[src/rtl/mem_arbiter2.sv]
// mem_arbiter2: round-robin arbiter sharing one valid/ready memory port
// between the CPU and a second bus master, with a per-access watchdog.
module mem_arbiter2 #(
  parameter int TIMEOUT = 1024
) (
  input  logic        clk,
  input  logic        resetn,
  input  logic        cpu_valid,
  input  logic [31:0] cpu_addr,
  input  logic [31:0] cpu_wdata,
  input  logic [3:0]  cpu_wstrb,
  output logic [31:0] cpu_rdata,
  output logic        cpu_ready,
  input  logic        dma_valid,
  input  logic [31:0] dma_addr,
  input  logic [31:0] dma_wdata,
  input  logic [3:0]  dma_wstrb,
  output logic [31:0] dma_rdata,
  output logic        dma_ready,
  output logic        mem_valid,
  output logic [31:0] mem_addr,
  output logic [31:0] mem_wdata,
  output logic [3:0]  mem_wstrb,
  input  logic [31:0] mem_rdata,
  input  logic        mem_ready,
  output logic        timeout_err,
  output logic        grant_dma
);

  typedef enum logic [1:0] {
    IDLE    = 2'd0,
    GNT_CPU = 2'd1,
    GNT_DMA = 2'd2
  } state_t;

  // Watchdog count value seen in the last allowed granted cycle.
  localparam logic [15:0] WD_LAST = 16'(TIMEOUT - 1);
  localparam bit          WD_ON   = (TIMEOUT != 0);

  state_t      state;
  logic        last_grant;
  logic [15:0] wd_cnt;
  logic        granted;
  logic        wd_hit;
  logic [31:0] served_rdata;

  // A timeout only fires when the slave has not completed in the same cycle.
  always_comb begin
    granted      = (state == GNT_CPU) || (state == GNT_DMA);
    wd_hit       = WD_ON && granted && !mem_ready && (wd_cnt == WD_LAST);
    served_rdata = wd_hit ? 32'hFFFF_FFFF : mem_rdata;
  end

  // Master-side and slave-side muxing; the request is decoded from state only.
  always_comb begin
    mem_valid = granted;
    grant_dma = (state == GNT_DMA);
    if (state == GNT_DMA) begin
      mem_addr  = dma_addr;
      mem_wdata = dma_wdata;
      mem_wstrb = dma_wstrb;
    end else begin
      mem_addr  = cpu_addr;
      mem_wdata = cpu_wdata;
      mem_wstrb = cpu_wstrb;
    end
    cpu_ready = (state == GNT_CPU) && (mem_ready || wd_hit);
    dma_ready = (state == GNT_DMA) && (mem_ready || wd_hit);
    cpu_rdata = (state == GNT_CPU) ? served_rdata : 32'h0;
    dma_rdata = (state == GNT_DMA) ? served_rdata : 32'h0;
  end

  // Grant FSM: round-robin on ties, hold until completion or watchdog abort,
  // always returning to IDLE for one turnaround cycle.
  always_ff @(posedge clk or negedge resetn) begin
    if (!resetn) begin
      state       <= IDLE;
      last_grant  <= 1'b1;
      wd_cnt      <= 16'd0;
      timeout_err <= 1'b0;
    end else begin
      timeout_err <= 1'b0;
      case (state)
        IDLE: begin
          if (cpu_valid && (!dma_valid || last_grant)) begin
            state      <= GNT_CPU;
            last_grant <= 1'b0;
            wd_cnt     <= 16'd0;
          end else if (dma_valid) begin
            state      <= GNT_DMA;
            last_grant <= 1'b1;
            wd_cnt     <= 16'd0;
          end
        end
        GNT_CPU, GNT_DMA: begin
          if (mem_ready) begin
            state <= IDLE;
          end else if (wd_hit) begin
            state       <= IDLE;
            timeout_err <= 1'b1;
          end else begin
            wd_cnt <= wd_cnt + 16'd1;
          end
        end
        default: state <= IDLE;
      endcase
    end
  end

endmodule

[config.mk]
export PLATFORM = sky130hd
export DESIGN_NAME = mem_arbiter2
export DESIGN_NICKNAME = d
export VERILOG_FILES = /design/src/rtl/mem_arbiter2.sv
export SDC_FILE = /design/constraint.sdc
export NUM_CORES = 1
export LEC_CHECK = 0
export ABC_AREA = 1
export BUFFER_PORTS_ARGS = -buffer_cell sky130_fd_sc_hd__buf_2
export CORE_AREA = 3 3 119 121
export CTS_CLUSTER_DIAMETER = 40
export DETAILED_ROUTE_END_ITERATION = 7
export DIE_AREA = 0 0 122 124
export HOLD_SLACK_MARGIN = 0.12
export SLEW_MARGIN = 0
export SYNTH_ARGS = -nofsm -noshare
export SYNTH_HDL_FRONTEND = slang
export SYNTH_SLANG_ARGS = --single-unit
[constraint.sdc]
create_clock -name clk -period 4.5 [get_ports clk]
set_input_delay 0.225 -clock clk [delete_from_list [all_inputs] [get_ports clk]]
set_output_delay 0.225 -clock clk [all_outputs]
set_load 0.005 [all_outputs]
==> results.rst <==
.. list-table::
   :header-rows: 1

   * - Metric
     - Value
   * - Result of the run
     - complete, no violations
   * - Number of register bits inferred by synthesis
     - 20
   * - CP most frequent cell
     - sky130_fd_sc_hd__nand2_1
   * - ANT cells
     - 0
   * - Clock net sink count
     - 20
   * - Overall via count from detail_route
     - 4,240
   * - CTS tree
     - yes
   * - R2R cell count
     - 11
   * - Effective utilization at floorplan
     - 0.204
   * - Worst setup skew after layout
     - 4.59 ps
   * - Core area
     - 13,200 sq um
   * - IR Drop Worst-Case VDD
     - 0.204 mV
   * - Leftover overflow at the end of global routing
     - 0
   * - Worst Slack Setup Final
     - 1560 ps
   * - Count of mapped cells out of synthesis
     - 525
   * - Die boundary height
     - 124 um
   * - Critical path fanouts, max
     - 70
   * - HP Class
     - in2reg
   * - Number of nets in the finished design
     - 988
   * - Critical path cell sequence
     - inv_1, ha_1, inv_2, nor2_1, nand3_1, nor2_2, nand2_2, buf_4, nand2_1, nand2_1, o21ai_0
   * - Leakage power
     - 2.85 nW
   * - Worst Max-Slew Pin Slew
     - 1060 ps
   * - Die area
     - 15,100 sq um
   * - Max-slew violation total from the final report
     - 0
   * - Worst setup slack before clock tree synthesis
     - 1560 ps
   * - Cell accounting for the most synthesized area
     - sky130_fd_sc_hd__nand2_1
   * - Area contributors post-synth
     - sky130_fd_sc_hd__nand2_1 37%, sky130_fd_sc_hd__dfrtp_1 18%, sky130_fd_sc_hd__a21oi_1 11%, sky130_fd_sc_hd__inv_1 7.3%, sky130_fd_sc_hd__nor2_1 3.6%
   * - Clock root buffer
     - sky130_fd_sc_hd__clkbuf_16
   * - Total area of multi-input combinational cells
     - 1840 sq um
   * - Areal power density over the cells
     - 370 nW/um^2
   * - Detail-routed net length per standard cell
     - 14.5 um
   * - Final ANT Viol Nets
     - 0
   * - Setup total negative slack
     - 0 ps
   * - Final hold viol count
     - 0
   * - Count of pins on the block boundary
     - 310
   * - Sequential cell area
     - 502 sq um
   * - H-tree level count
     - 1
   * - Placed wire-length estimate after detailed placement
     - 11.8 mm
   * - Number of unique standard cell types used by synthesis
     - 24
   * - Number of global-route vias before repair
     - 3,604
   * - Number of antenna violations at the first check in global routing
     - 0
   * - Standard cell with the maximum stage delay on the critical path
     - sky130_fd_sc_hd__nand2_1
   * - Setup violators final
     - 0
   * - Worst setup path startpoint
     - state[0]
   * - Number of maximum-capacitance constraint violations
     - 0
   * - Cell with the most instances after synthesis
     - sky130_fd_sc_hd__nand2_1
   * - First-pass GRT wire length
     - 19.2 mm
   * - Clk buf depth
     - 2
   * - CP Depth
     - 11
   * - Netlist area before placement
     - 2690 sq um
   * - Post-CTS setup buffer count
     - 0
   * - Area growth, synth to finish
     - 65.5%
   * - Clock insertion delay at the later pin of the skew report
     - 260 ps
   * - Buf+Inv Stages, Crit Path
     - 3
   * - Number of CTS-inserted buffers
     - 3
   * - Nature of the critical path endpoint
     - flip-flop
   * - Layout cell share with drive strength beyond 1
     - 0.415
   * - Routability cong.
     - 0.799
   * - Arrival time worst endpoint
     - 3060 ps
   * - Unrepaired setup endpoints after global routing
     - false
   * - Endpoint of the most critical register-to-register path
     - wd_cnt[1]
   * - Number of synthesized flops with an enable pin
     - 0
   * - Overall power after layout
     - 1.65 mW
   * - Number of DRC markers after the initial detailed-route iteration
     - 294
   * - Clk slew on worst S/H paths
     - 60 ps
   * - Termination of the worst setup path
     - wd_cnt[1]
   * - Launch point of the worst reg-to-reg path
     - state[0]
   * - Pin count of the biggest net entering global routing
     - 71
   * - First drt pass iteration count
     - 5
   * - Leading post-synthesis cells by instance count
     - 268 x sky130_fd_sc_hd__nand2_1, 58 x sky130_fd_sc_hd__a21oi_1, 52 x sky130_fd_sc_hd__inv_1
   * - Required time of the worst setup path
     - 4620 ps
   * - Synth Flop Type
     - sky130_fd_sc_hd__dfrtp_1
   * - Final critical delay including setup and external delays
     - 2940 ps
   * - Avg Cell Area, Syn
     - 5.13 sq um
   * - Number of inserted filler cells in the final layout
     - 1,511
   * - Remaining routing DRC violations
     - 0
   * - Maximum frequency from static timing analysis
     - 340 MHz
   * - Post-synthesis sequential area ratio
     - 0.186
   * - Crit share post-route
     - 0.653
   * - Async set or reset register ratio after synthesis
     - 1.00
   * - Number of buffer cells added on primary ports
     - 309
   * - Yosys Warn Count
     - 0
   * - Total routed wirelength
     - 14.3 mm
   * - Die Wd
     - 122 um
   * - Flop2flop setup slack
     - 1560 ps
   * - Std-Cell Rows
     - 42
   * - Top-area cell type share of the netlist area
     - 0.374
   * - Start-to-end type of the worst setup path
     - reg2reg
   * - Number of nets produced by synthesis
     - 702
   * - Max-slew headroom at the worst pin
     - 0.291
   * - Longest individual stage delay on the worst path
     - 570 ps
   * - Cell family with most CP delay
     - simple AND/OR/NAND/NOR gates
   * - GRT Resource Usage Total
     - 0.163
   * - Drt via density
     - 4.30
   * - Type of element launching the critical path
     - flip-flop
-- sequential cells by signal, summed over array words and instances, names as in the netlist --
register / flops
wd_cnt: 16
state: 2
last_grant: 1
timeout_err: 1
-- placed cells by master (no fill, tap or decap), types with 2 or more instances in the layout --
master,count
sky130_fd_sc_hd__a21oi_2,10
sky130_fd_sc_hd__dfrtp_1,19
sky130_fd_sc_hd__inv_1,51
sky130_fd_sc_hd__nor2_2,2
sky130_fd_sc_hd__nand4_1,6
sky130_fd_sc_hd__nor2_1,26
sky130_fd_sc_hd__a21oi_1,58
sky130_fd_sc_hd__nand2_1,268
sky130_fd_sc_hd__nor3_1,2
sky130_fd_sc_hd__buf_4,3
sky130_fd_sc_hd__clkbuf_16,3
sky130_fd_sc_hd__nand2_2,2
sky130_fd_sc_hd__xor2_1,4
sky130_fd_sc_hd__buf_2,309
sky130_fd_sc_hd__nand3_1,18
sky130_fd_sc_hd__ha_1,3
sky130_fd_sc_hd__inv_2,2
sky130_fd_sc_hd__o21ai_0,14
sky130_fd_sc_hd__o21bai_1,2
-- power breakdown --
part           switching, mW  internal (mW)  total, mW  leakage, nW
registers             0.0161          0.202      0.218        0.273
logic                  0.753          0.427       1.18         2.53
clock network         0.0746          0.177      0.251       0.0511
-- metal layers --
| metal | wire, um | up-vias | GRT usage |
|---|---|---|---|
| met5 | 0 | - | 0 |
| met3 | 1710 | 9 | 0.0431 |
| met2 | 6550 | 228 | 0.266 |
| met1 | 5940 | 1812 | 0.223 |
| li1 | - | 2191 | - |
| met4 | 79 | 0 | 0.0189 |
-- stage by stage --
stage,hold WS (ps),std cells,instance area (sq um),utilization
floorplan,-70.6,525,2690,-
global placement,218,981,4340,0.329
detailed placement,217,981,4340,0.329
CTS,246,986,4450,0.338
global route,259,986,4450,0.338
finish,237,986,4450,0.338
-- logic make-up (layout without fill, tap and decap cells) --
family,Yosys count,after routing,share of synthesized area
AND/OR/NAND/NOR,326,326,0.477
buffers and inverters,86,371,0.129
AO/OA/AOI/OAI,84,84,0.172
flip-flops,20,20,0.186
XOR/XNOR,5,5,0.0163
adder cells (fa/ha/maj),4,4,0.0186
-- cell type report --
type	instances	share of cell area
Multi-Input combinational cell	419	0.414
Timing Repair Buffer	313	0.354
Clock buffer	3	0.0169
Sequential cell	20	0.113
Tap cell	176	0.0494
Inverter	54	0.0458
Clock inverter	1	0.00674
-- timing repair --
| action | 4_1_cts | 5_1_grt |
|---|---|---|
| gates resized for setup | 0 | 0 |
| hold endpoints to repair | 19 | 0 |
| endpoints found under the setup margin | 0 | 0 |
| hold buffers | 1 | 0 |
-- worst min path at each step --
stage,from,end,cells after the start
2_1_floorplan,resetn,state[0],0
3_3_place_gp,resetn,wd_cnt[2],1
3_5_place_dp,resetn,wd_cnt[2],1
4_1_cts,dma_valid,state[1],3
5_1_grt,dma_valid,state[1],3
6_report,dma_valid,state[1],3
-- tightest hold or removal path, stage by stage --
cell                      delay [ps]
sky130_fd_sc_hd__buf_2           100
sky130_fd_sc_hd__nand3_1          70
sky130_fd_sc_hd__nand2_1          60
Power figures use the tool's default switching activity.
